### src/rtl/time_display_scan_pkg.sv
// Shared constants and helpers for the multiplexed time display.
package time_display_scan_pkg;

    localparam int         NUM_DIGITS = 6;
    localparam int         IDX_W      = 3;

    localparam logic [6:0] SEG_BLANK  = 7'h7F;
    localparam logic [6:0] SEG_DASH   = 7'h3F;

    typedef enum logic [1:0] {
        FIELD_NONE = 2'b00,
        FIELD_SEC  = 2'b01,
        FIELD_MIN  = 2'b10,
        FIELD_HOUR = 2'b11
    } field_e;

    // Field that owns a given digit position (two digits per field).
    function automatic field_e field_of_idx(input logic [IDX_W-1:0] idx);
        field_e f;
        case (idx)
            3'd0, 3'd1: f = FIELD_SEC;
            3'd2, 3'd3: f = FIELD_MIN;
            3'd4, 3'd5: f = FIELD_HOUR;
            default:    f = FIELD_NONE;
        endcase
        return f;
    endfunction

endpackage

### src/rtl/time_display_scan_if.sv
// Bundle between the BCD counter chain / set-mode keys and the display scanner.
interface time_display_scan_if;
    logic [7:0] second_bcd;
    logic [7:0] minute_bcd;
    logic [7:0] hour_bcd;
    logic       set;
    logic [1:0] field_sel;
    logic [5:0] digit_en;
    logic [6:0] seg;
    logic       dp;

    // Counter/keys side: supplies time and edit state, watches the pins.
    modport master (
        output second_bcd, minute_bcd, hour_bcd, set, field_sel,
        input  digit_en, seg, dp
    );

    // Scanner side.
    modport slave (
        input  second_bcd, minute_bcd, hour_bcd, set, field_sel,
        output digit_en, seg, dp
    );
endinterface

### src/rtl/time_display_scan_bcd_to_seg7.sv
// Nibble to active-low gfedcba pattern; non-BCD nibbles render as a dash.
module bcd_to_seg7
    import time_display_scan_pkg::*;
(
    input  logic [3:0] nibble_i,
    output logic [6:0] seg_o
);

    // Pure decode table.
    always_comb begin
        seg_o = SEG_DASH;
        case (nibble_i)
            4'd0:    seg_o = 7'h40;
            4'd1:    seg_o = 7'h79;
            4'd2:    seg_o = 7'h24;
            4'd3:    seg_o = 7'h30;
            4'd4:    seg_o = 7'h19;
            4'd5:    seg_o = 7'h12;
            4'd6:    seg_o = 7'h02;
            4'd7:    seg_o = 7'h78;
            4'd8:    seg_o = 7'h00;
            4'd9:    seg_o = 7'h10;
            default: seg_o = SEG_DASH;
        endcase
    end

endmodule

### src/rtl/time_display_scan.sv
// Scans six BCD digits (SS MM HH) onto one 7-segment bus with field blinking.
module time_display_scan
    import time_display_scan_pkg::*;
#(
    parameter int CLK_HZ        = 50000000,
    parameter int SCAN_HZ       = 1000,
    parameter int BLINK_HZ      = 2,
    parameter bit HOUR_LZ_BLANK = 1'b1
) (
    input  logic                 clock,
    input  logic                 reset,
    time_display_scan_if.slave   bus
);

    localparam int SCAN_DIV  = CLK_HZ / SCAN_HZ;
    localparam int BLINK_DIV = CLK_HZ / (2 * BLINK_HZ);
    localparam int SCAN_W    = (SCAN_DIV  > 1) ? $clog2(SCAN_DIV)  : 1;
    localparam int BLINK_W   = (BLINK_DIV > 1) ? $clog2(BLINK_DIV) : 1;
    localparam logic [SCAN_W-1:0]  SCAN_LAST  = SCAN_W'(SCAN_DIV - 1);
    localparam logic [BLINK_W-1:0] BLINK_LAST = BLINK_W'(BLINK_DIV - 1);

    logic [SCAN_W-1:0]  scan_cnt_q,  scan_cnt_d;
    logic [BLINK_W-1:0] blink_cnt_q, blink_cnt_d;
    logic               blink_phase_q, blink_phase_d;
    logic [IDX_W-1:0]   idx_q, idx_d;
    logic [5:0]         digit_en_q, digit_en_d;
    logic [6:0]         seg_q, seg_d;
    logic               dp_q, dp_d;
    logic [3:0]         nibble_s;
    logic [6:0]         seg_dec_s;
    logic               blink_blank_s;
    logic               lz_blank_s;

    bcd_to_seg7 u_dec (
        .nibble_i (nibble_s),
        .seg_o    (seg_dec_s)
    );

    // Prescalers and digit index: wrap at terminal count, scan advances on its wrap.
    always_comb begin
        scan_cnt_d    = scan_cnt_q + SCAN_W'(1);
        idx_d         = idx_q;
        blink_cnt_d   = blink_cnt_q + BLINK_W'(1);
        blink_phase_d = blink_phase_q;
        if (scan_cnt_q == SCAN_LAST) begin
            scan_cnt_d = '0;
            if (idx_q == 3'd5) begin
                idx_d = 3'd0;
            end else begin
                idx_d = idx_q + 3'd1;
            end
        end else begin
            scan_cnt_d = scan_cnt_q + SCAN_W'(1);
        end
        if (blink_cnt_q == BLINK_LAST) begin
            blink_cnt_d   = '0;
            blink_phase_d = ~blink_phase_q;
        end else begin
            blink_cnt_d   = blink_cnt_q + BLINK_W'(1);
        end
    end

    // Digit select, blanking and decimal point for the digit currently indexed.
    always_comb begin
        nibble_s   = 4'd0;
        digit_en_d = 6'b000000;
        case (idx_q)
            3'd0:    begin nibble_s = bus.second_bcd[3:0]; digit_en_d = 6'b000001; end
            3'd1:    begin nibble_s = bus.second_bcd[7:4]; digit_en_d = 6'b000010; end
            3'd2:    begin nibble_s = bus.minute_bcd[3:0]; digit_en_d = 6'b000100; end
            3'd3:    begin nibble_s = bus.minute_bcd[7:4]; digit_en_d = 6'b001000; end
            3'd4:    begin nibble_s = bus.hour_bcd[3:0];   digit_en_d = 6'b010000; end
            3'd5:    begin nibble_s = bus.hour_bcd[7:4];   digit_en_d = 6'b100000; end
            default: begin nibble_s = 4'd0;                digit_en_d = 6'b000000; end
        endcase

        // The edited field goes dark during the second blink phase only.
        blink_blank_s = bus.set && (bus.field_sel != FIELD_NONE)
                        && (bus.field_sel == field_of_idx(idx_q))
                        && blink_phase_q;
        lz_blank_s    = HOUR_LZ_BLANK && (idx_q == 3'd5)
                        && (bus.hour_bcd[7:4] == 4'd0);

        if (blink_blank_s || lz_blank_s) begin
            seg_d = SEG_BLANK;
        end else begin
            seg_d = seg_dec_s;
        end

        // Separators sit on the units digits of minutes and hours.
        if ((idx_q == 3'd2) || (idx_q == 3'd4)) begin
            dp_d = 1'b0;
        end else begin
            dp_d = 1'b1;
        end
    end

    // State and output registers with synchronous active-low reset.
    always_ff @(posedge clock) begin
        if (!reset) begin
            scan_cnt_q    <= '0;
            blink_cnt_q   <= '0;
            blink_phase_q <= 1'b0;
            idx_q         <= 3'd0;
            digit_en_q    <= 6'b000000;
            seg_q         <= SEG_BLANK;
            dp_q          <= 1'b1;
        end else begin
            scan_cnt_q    <= scan_cnt_d;
            blink_cnt_q   <= blink_cnt_d;
            blink_phase_q <= blink_phase_d;
            idx_q         <= idx_d;
            digit_en_q    <= digit_en_d;
            seg_q         <= seg_d;
            dp_q          <= dp_d;
        end
    end

    assign bus.digit_en = digit_en_q;
    assign bus.seg      = seg_q;
    assign bus.dp       = dp_q;

endmodule

### src/flat_wrapper.sv
// flat-port wrapper written by rule: the top's interface ports become plain ports
module time_display_scan_flat import time_display_scan_pkg::*;
#(
    parameter int CLK_HZ        = 50000000,
    parameter int SCAN_HZ       = 1000,
    parameter int BLINK_HZ      = 2,
    parameter bit HOUR_LZ_BLANK = 1'b1
)
  (clock, reset, bus_second_bcd, bus_minute_bcd, bus_hour_bcd, bus_set, bus_field_sel, bus_digit_en, bus_seg, bus_dp);
  time_display_scan_if bus_i ();
  input  logic clock;
  input  logic reset;
  input wire logic [$bits(bus_i.second_bcd)-1:0] bus_second_bcd;
  input wire logic [$bits(bus_i.minute_bcd)-1:0] bus_minute_bcd;
  input wire logic [$bits(bus_i.hour_bcd)-1:0] bus_hour_bcd;
  input wire logic [$bits(bus_i.set)-1:0] bus_set;
  input wire logic [$bits(bus_i.field_sel)-1:0] bus_field_sel;
  output wire logic [$bits(bus_i.digit_en)-1:0] bus_digit_en;
  output wire logic [$bits(bus_i.seg)-1:0] bus_seg;
  output wire logic [$bits(bus_i.dp)-1:0] bus_dp;
  assign bus_i.second_bcd = bus_second_bcd;
  assign bus_i.minute_bcd = bus_minute_bcd;
  assign bus_i.hour_bcd = bus_hour_bcd;
  assign bus_i.set = bus_set;
  assign bus_i.field_sel = bus_field_sel;
  assign bus_digit_en = bus_i.digit_en;
  assign bus_seg = bus_i.seg;
  assign bus_dp = bus_i.dp;
  time_display_scan #(.CLK_HZ(CLK_HZ), .SCAN_HZ(SCAN_HZ), .BLINK_HZ(BLINK_HZ), .HOUR_LZ_BLANK(HOUR_LZ_BLANK)) u_core (.clock(clock), .reset(reset), .bus(bus_i));
endmodule
### config.mk
export PLATFORM = sky130hd
export DESIGN_NAME = time_display_scan_flat
export DESIGN_NICKNAME = d
export VERILOG_FILES = /design/src/rtl/time_display_scan_pkg.sv /design/src/rtl/time_display_scan_if.sv /design/src/rtl/time_display_scan_bcd_to_seg7.sv /design/src/rtl/time_display_scan.sv /design/src/flat_wrapper.sv
export SDC_FILE = /design/constraint.sdc
export NUM_CORES = 1
export LEC_CHECK = 0
export CAP_MARGIN = 20
export CORE_ASPECT_RATIO = 1.2
export CORE_MARGIN = 2
export CORE_UTILIZATION = 53
export DETAILED_ROUTE_END_ITERATION = 8
export GPL_ROUTABILITY_DRIVEN = 0
export PLACE_DENSITY = 0.79
export REMOVE_ABC_BUFFERS = 1
export SETUP_SLACK_MARGIN = 0.02
export SLEW_MARGIN = 10
export SYNTH_ARGS = -nofsm -noshare
export SYNTH_HDL_FRONTEND = slang
export SYNTH_SLANG_ARGS = --single-unit
### constraint.sdc
create_clock -name clock -period 2.7 [get_ports clock]
set_clock_uncertainty 0.05 [all_clocks]
set_input_delay 0.405 -clock clock [delete_from_list [all_inputs] [get_ports clock]]
set_output_delay 0.405 -clock clock [all_outputs]
set_load 0.01 [all_outputs]
Word level (Yosys, flattened, before mapping)
Memories as Yosys holds them, arrays and structs flattened. A register that Yosys moved wholly into a read port is not among the register bits.
Index checks and enable logic that the tools add are counted.
Operators by class
  muxes and demuxes: 5
  add/sub/neg operators: 3
  reduce and logical (&&, ||, !) cells: 15
  bitwise gates (word level): 2
  equality and inequality tests: 8
Operator list (number)
  one-hot mux 6 bit (6 select lines): 1
  adder 24 x 1 -> 24 bit, second input constant: 1
  == test 24 bit, second input constant: 1
  one-hot mux 4 bit (6 select lines): 1
  adder 16 x 1 -> 16 bit, second input constant: 1
  == test 16 bit, second input constant: 1
  OR reduction 2 bit: 6
  == test 3 x 2 -> 1 bit, second input constant: 2
  == test 3 bit, second input constant: 2
  one-hot mux 2 bit (3 select lines): 1
  logical AND 1 bit: 4
  zero test 4 bit: 1
  adder 3 x 1 -> 3 bit, second input constant: 1
  == test 3 x 1 -> 1 bit, second input constant: 1
  zero test 3 bit: 1
  two-way mux 3 bit: 1
  == test 2 bit: 1
  logical OR 1 bit: 2
  NOT 1 bit: 2
  nonzero test 2 bit: 1
  two-way mux 1 bit: 1
Word-level totals
  memories kept: 1
  output and inout port bits: 14
  flip-flop bits (word level): 51
  input port bits: 29
  bits in read-only memories: 112
Memory list
  (name not given): words 16, bits a word 7, read ports 1, clocked after memory_dff 1, wr ports 0, RTL line time_display_scan_bcd_to_seg7.sv:12  | case (nibble_i)

Depth between registers and ports, before layout
Gate-level depths: netlist of run 1.
  depth after elaboration: 8
  depth in mapped cells: 12
  mapped depth without buffers: 11

Hierarchy
A second synthesis of run 1 with hierarchy kept.
Unflattened totals
  cell total of the unflattened synthesis: 328
  area total of the unflattened synthesis: 2874.0 µm²
By module, submodules not included
  time_display_scan: area each 2650.0 µm², cells each 297, instances 1
  bcd_to_seg7: area each 224.0 µm², cells each 31, instances 1

Worst setup path before layout of run 1
Ideal clock, no wire load.
  path kind: register -> register
  from: register u_core.idx_q[0]
  to: register u_core.seg_q[6], in the netlist u_core.bus.seg[6]
  cell stages (with the launch flop): 10
  slack: 278 ps
  arrival: 2221 ps
  period minus slack after synthesis: 2422 ps
  library setup time: 151 ps
  cell sequence: dfxtp_1 -> clkbuf_1 -> mux2_2 -> a32o_1 -> a211oi_1 -> nor2_1 -> ha_1 -> a21boi_0 -> a211oi_1 -> o21ai_0
Between the ends
  longest elaborated chain between the ends: 8
RTL lines
  start, declared: RTL line time_display_scan.sv:25  | logic [IDX_W-1:0] idx_q, idx_d;
  start signal, assigned: RTL line time_display_scan.sv:112  | idx_q <= idx_d;
  == test 3 bit (tied with other cells): RTL line time_display_scan_pkg.sv:20, time_display_scan.sv:67
  OR reduction 2 bit: RTL line time_display_scan_pkg.sv:20  | case (idx)
  one-hot mux 2 bit (3 select lines): RTL line time_display_scan_pkg.sv:20
  == test 2 bit: RTL line time_display_scan.sv:79  | && (bus.field_sel == field_of_idx(idx_q))
  logical AND 1 bit: RTL line time_display_scan.sv:79
  logical AND 1 bit: RTL line time_display_scan.sv:80  | && blink_phase_q;
  logical OR 1 bit: RTL line time_display_scan.sv:84  | if (blink_blank_s || lz_blank_s) begin
  OR reduction 2 bit (no line)
  end, declared: RTL line time_display_scan.sv:27  | logic [6:0] seg_q, seg_d;
Parallel ways exist; a longest one is shown, timed or not.
A chain may end at the register's enable or synchronous reset.

Worst setup path in the final report of run 1
  from: register u_core.idx_q[0]
  to: register u_core.seg_q[1], in the netlist u_core.bus.seg[1]
The elaborated chain is that of the path after synthesis.

==> results of run 1 <==
[cells by family after synthesis]
family / Yosys count
simple gates: 134
compound gates: 33
fa+ha+maj: 9
mux: 9
xor+xnor: 36
buf+inv: 24
flops: 58
[worst max-delay path: cells and delay by family, from the launching register on]
family | cells | cell delay (ns)
AOI/OAI and AO/OA | 2 | 0.62
adders and majority gates | 2 | 0.59
DFF | 1 | 0.51
buffers and inverters | 2 | 0.29
and+or+nand+nor | 2 | 0.29
[cell type report]
type | count | area, um^2
Fill cell | 385 | 1490
Multi-Input combinational cell | 221 | 1460
Sequential cell | 58 | 1160
Timing Repair Buffer | 53 | 503
Clock buffer | 13 | 169
Tap cell | 60 | 75.1
Inverter | 14 | 52.6
Clock inverter | 2 | 35.0
[power groups by stage]
stage	registers, mW	logic [mW]	clock network, mW
after floorplan	0.903	0.0511	0
after global placement	0.900	0.134	0
after detailed placement	0.900	0.137	0
after CTS	0.881	0.138	0.825
after global routing	0.883	0.151	0.867
final	0.881	0.138	0.805
[per-layer routing]
metal	vias to the layer above	part of all wire (%)	track usage (%)
met5	-	0	0
met4	0	2.9	10.0
met3	17	5.2	7.16
met2	68	50	38.6
met1	1093	42	23.8
li1	1169	-	-
[sequential cells by signal, indices dropped and copies added (netlist names)]
name                  flops
u_core.blink_cnt_q       24
u_core.scan_cnt_q        16
u_core.bus.seg            7
u_core.bus.digit_en       6
u_core.idx_q              3
u_core.blink_phase_q      1
u_core.bus.dp             1
[worst max path at each step]
stage | cells past startpoint | endpoint | slack, ns | startpoint
global placement | 9 | u_core.bus.seg[6] | 0.11 | bus_hour_bcd[5]
floorplan | 8 | u_core.bus.seg[6] | 0.40 | u_core.idx_q[0]
CTS | 8 | u_core.bus.seg[1] | 0.18 | u_core.idx_q[0]
finish | 8 | u_core.bus.seg[1] | 0.23 | u_core.idx_q[0]
detailed placement | 9 | u_core.bus.seg[6] | 0.04 | bus_hour_bcd[5]
global route | 10 | u_core.bus.seg[6] | 0.04 | u_core.idx_q[0]
[synthesized netlist by cell type, types with 3 or more instances]
cell type	n	area share [%]
nor3_1	9	1.7
mux2i_1	4	1.5
dfxtp_1	58	43
xnor2_1	13	4.2
clkbuf_1	6	0.83
inv_1	14	1.9
nor4_1	5	1.2
mux2_2	4	1.7
nor2_1	52	7.2
nand4_1	10	2.3
buf_2	3	0.55
o211ai_1	4	1.1
ha_1	9	4.2
nand2_1	12	1.7
and2_1	3	0.69
and3_1	8	1.8
xor2_1	23	7.4
o21ai_0	5	0.92
a211oi_1	3	0.83
a32oi_1	3	0.97
a21oi_1	6	1.1
nand3_1	18	3.3
[stage by stage]
step,cell area (um^2),setup slack (ns),std cells
final,3450,0.229,421
after floorplan,2670,0.401,293
after CTS,3450,0.178,421
after detailed placement,3240,0.0395,406
after global placement,3240,0.111,406
after global routing,3450,0.0394,421
==> impl_metrics.yaml, run 1 <==
clocking:
  clockBufferDepth: 2
  cts-root-buf: "clkbuf_8"
  htreeDepth: 3
  clkSinkCount: 58
  cts_setup_buffers: 0
  cts_tree: "built"
  clk_pin_slew_ns: 0.06
  cts_resized: 1
  ctsHoldBuffers: 0
  numCtsBuffers: 9
  clk_latency_ns: 0.33
synth:
  ys_seq_area_share_pct: 42.9
  syn_avg_cell_area_um2: 8.94
  synth_top_family_by_area: "simple AND/OR/NAND/NOR gates"
  synth-simple-area-share_pct: 24.9
  synthAdderAreaFrac_pct: 4.16
  synth_cell_type_count: 47
  synthArstFlopShare_pct: 0
  netlist_area_mm2: 0.00271
  synth_edf_count: 0
  syn_inst: 303
  synth_compound_area_share_pct: 8.91
  synth_xor_area_share_pct: 11.6
  synth_mux_area_share_pct: 3.97
  synth-seq-cells: 58
  synthFlopType: "dfxtp_1"
  yosysWarnings: 0
power_and_ir_drop:
  finalPower_mw: 1.82
  p_leak_nw: 1.29
  powerDensity_mw_per_mm2: 528
  ir_worst_vdd_mv: 0.328
  comb_power_share_pct: 7.6
  internal-power_mw: 1.45
  clockPowerShare_pct: 44.1
  sequentialPowerShare_pct: 48.3
  p_sw_mw: 0.376
  switching_share_pct: 20.6
critical_path:
  cp-end-kind: "register"
  critical_path_class: "register to register"
  cp_data_arrival_time_ns: 2.64
  ff2ff_setup_slack_ns: 0.23
  reg2reg_from: "u_core.idx_q[0]"
  path_cells: "inv_1 -> nor2_1 -> ha_1 -> nor3_2 -> a21oi_1 -> inv_1 -> ha_1 -> o311ai_1"
  worst_ep_required_time_ns: 2.87
  r2r-end: "u_core.bus.seg[1]"
  slowest_stage: "dfxtp_1"
  critical_path.max_stage_delay_ns: 0.51
  crit_fanout: 9
  cp-start-kind: "register"
  rr_worst_depth: 8
timing:
  tightest_slew_ns: 0.590
  finalSetupTns_ns: 0
  grt_setup_unrepaired: "false"
  hold_viol: 0
  slew_violations: 0
  maxSlewHeadroom_pct: 60.1
  period_needed_ns: 2.47
  finalSetupViolations: 0
  holdWs_ns: 0.391
  fin_crit_sh_pct: 91.5
  fmax_mhz: 405
die:
  die_h_um: 82.3
  dieArea_mm2: 0.00570
  core-area_mm2: 0.00494
  start_util_pct: 54.8
  ios: 43
  die_x_um: 69.3
  row_count: 28
routing:
  drtIter0Drc: 183
  vias_per_cell: 5.57
  antenna_left: 0
  vias: 2347
  routedWlPerCell_um: 13.6
  wl_mm: 5.74
  dr.pass1.iters: 7
  remaining_drc_errors: 0
layout:
  final_common_cell: "dfxtp_1"
  diodes: 0
  area_growth_pct: 27.5
  drive_gt1_share_pct: 10.2
  fin_nets: 395
  layout_common_cells: "58 x dfxtp_1, 52 x nor2_1, 42 x clkdlybuf4s50_1"
  final_util_pct: 69.9
place:
  io_buffers: 42
  hpwl_mm: 4.19
min_path:
  whs_path_depth: 1
  hold_end: "u_core.scan_cnt_q[0]"
  hp-start: "u_core.scan_cnt_q[0]"
  hold_class: "register to register"
global_route:
  grtUsageTotal_pct: 21.7
  first_global_vias: 2235
  grt_overflow: 0
  grt_pass1_wl_mm: 9.85
  grt_max_degree: 24
  antenna_found_initial: 0
run_status:
  outcome: "complete, no violations"
flow_run:
  drv_cap: 0
Note: power is estimated with default switching activity, not from simulation.
==> inputs of run 2 (changes only) <==
--- a/config.mk
+++ b/config.mk
@@ -11,6 +11,8 @@
 export CORE_UTILIZATION = 53
 export DETAILED_ROUTE_END_ITERATION = 8
 export GPL_ROUTABILITY_DRIVEN = 0
+export HOLD_SLACK_MARGIN = 0.15
+export MAX_ROUTING_LAYER = met4
 export PLACE_DENSITY = 0.79
 export REMOVE_ABC_BUFFERS = 1
 export SETUP_SLACK_MARGIN = 0.02
==> impl_metrics.yaml, run 2 (same netlist as run 1, synthesis figures left out) <==
clocking:
  clockBufferDepth: 2
  clk_latency_ns: 0.33
  htreeDepth: 3
  cts_setup_buffers: 0
  clkSinkCount: 58
  cts-root-buf: "clkbuf_8"
  clk_pin_slew_ns: 0.06
  cts_tree: "built"
  numCtsBuffers: 9
power_and_ir_drop:
  p_leak_nw: 1.29
  powerDensity_mw_per_mm2: 529
  internal-power_mw: 1.45
  sequentialPowerShare_pct: 48.3
  clockPowerShare_pct: 44.2
  ir_worst_vdd_mv: 0.328
  comb_power_share_pct: 7.5
  switching_share_pct: 20.7
  p_sw_mw: 0.377
layout:
  fin_nets: 395
  drive_gt1_share_pct: 10.2
  fillers: 385
  largest_reg_flops: 24
  diodes: 0
  top_register: "u_core.blink_cnt_q"
  area_growth_pct: 27.5
  final_common_cell: "dfxtp_1"
  layoutNonFillerInstCount: 421
  final_util_pct: 69.9
  layout_common_cells: "58 x dfxtp_1, 52 x nor2_1, 42 x clkdlybuf4s50_1"
timing:
  hold_viol: 0
  period_needed_ns: 2.45
  fin_crit_sh_pct: 90.7
  finalSetupTns_ns: 0
  maxSlewHeadroom_pct: 60.8
  tightest_slew_ns: 0.580
  fmax_mhz: 408
  finalSetupViolations: 0
  slew_violations: 0
  grt_setup_unrepaired: "false"
die:
  dieArea_mm2: 0.00570
  core-area_mm2: 0.00494
  die_h_um: 82.3
  start_util_pct: 54.8
  die_x_um: 69.3
  row_count: 28
  ios: 43
routing:
  vias: 2337
  remaining_drc_errors: 0
  dr.pass1.iters: 4
  vias_per_cell: 5.55
  antenna_left: 0
  routedWlPerCell_um: 13.6
  wl_mm: 5.71
  drtIter0Drc: 177
critical_path:
  crit_fanout: 9
  worst_ep_required_time_ns: 2.88
  cp_data_arrival_time_ns: 2.62
  cp-start-kind: "register"
  rr_worst_depth: 8
  crit_start: "u_core.idx_q[0]"
  reg2reg_from: "u_core.idx_q[0]"
  r2r-end: "u_core.bus.seg[1]"
  slowest_stage: "dfxtp_1"
  path_cells: "inv_1 -> nor2_1 -> ha_1 -> nor3_2 -> a21oi_1 -> inv_1 -> ha_1 -> o311ai_1"
  cp-end-kind: "register"
  critical_path.max_stage_delay_ns: 0.50
  critical_path_class: "register to register"
  ff2ff_setup_slack_ns: 0.25
global_route:
  grt_pass1_wl_mm: 9.86
  antenna_found_initial: 0
  grtUsageTotal_pct: 22.4
  grt_max_degree: 24
  first_global_vias: 2237
  grt_overflow: 0
run_status:
  outcome: "complete, no violations"
min_path:
  hp-start: "u_core.scan_cnt_q[0]"
  hold_class: "register to register"
  hold_end: "u_core.scan_cnt_q[0]"
  whs_path_depth: 1
place:
  io_buffers: 42
  hpwl_mm: 4.19
  placed_cells: 406
flow_run:
  drv_cap: 0
[run 2: how the worst max path moves through the flow]
stage                        endpoint  slack, ns  depth (start not counted)
CTS                 u_core.bus.seg[1]       0.18                          8
floorplan           u_core.bus.seg[6]       0.40                          8
finish              u_core.bus.seg[1]       0.25                          8
detailed placement  u_core.bus.seg[6]       0.04                          9
global placement    u_core.bus.seg[6]       0.11                          9
global route        u_core.bus.seg[6]       0.04                         10
[run 2: cell type report]
cell class	instances	area, um^2	share of cell area, %
multi-input cells	221	1460	42.2
flip-flops and latches	58	1160	33.6
repair buffers	53	503	14.6
clock buffers	13	169	4.89
well taps	60	75.1	2.17
inverters	14	52.6	1.52
clock inverters	2	35.0	1.01
[run 2: per-layer routing]
layer  wire length (um)  GRT usage [%]
met3                258           6.55
met2               2850           38.6
met5                  0              -
met4                166           10.0
met1               2430           24.2
[run 2: power groups by stage]
stage | combinational [mW] | clock, mW | sequential (mW)
6_report | 0.138 | 0.806 | 0.881
3_3_place_gp | 0.134 | 0 | 0.900
3_5_place_dp | 0.137 | 0 | 0.900
2_1_floorplan | 0.0511 | 0 | 0.903
4_1_cts | 0.138 | 0.825 | 0.881
5_1_grt | 0.151 | 0.867 | 0.883
[run 2: through the flow]
step	hold slack (ns)	power, mW	instance area [um^2]	worst slack [ns]
after floorplan	0.363	0.954	2670	0.401
after global placement	0.376	1.03	3240	0.111
after detailed placement	0.383	1.04	3240	0.0395
after CTS	0.393	1.84	3450	0.178
after global routing	0.410	1.90	3450	0.0394
final	0.392	1.83	3450	0.250
[run 2: what timing repair did]
action	in CTS	in global routing
setup endpoints to repair	1	1
hold buffers	0	0
gates resized for setup	1	1
hold endpoints to repair	0	0
[run 2: critical path: cells and delay by family, from the launching register on]
kind | cells | cell delay, ns
AOI/OAI and AO/OA | 2 | 0.62
adders and majority gates | 2 | 0.59
DFF | 1 | 0.50
buffers and inverters | 2 | 0.29
and+or+nand+nor | 2 | 0.29
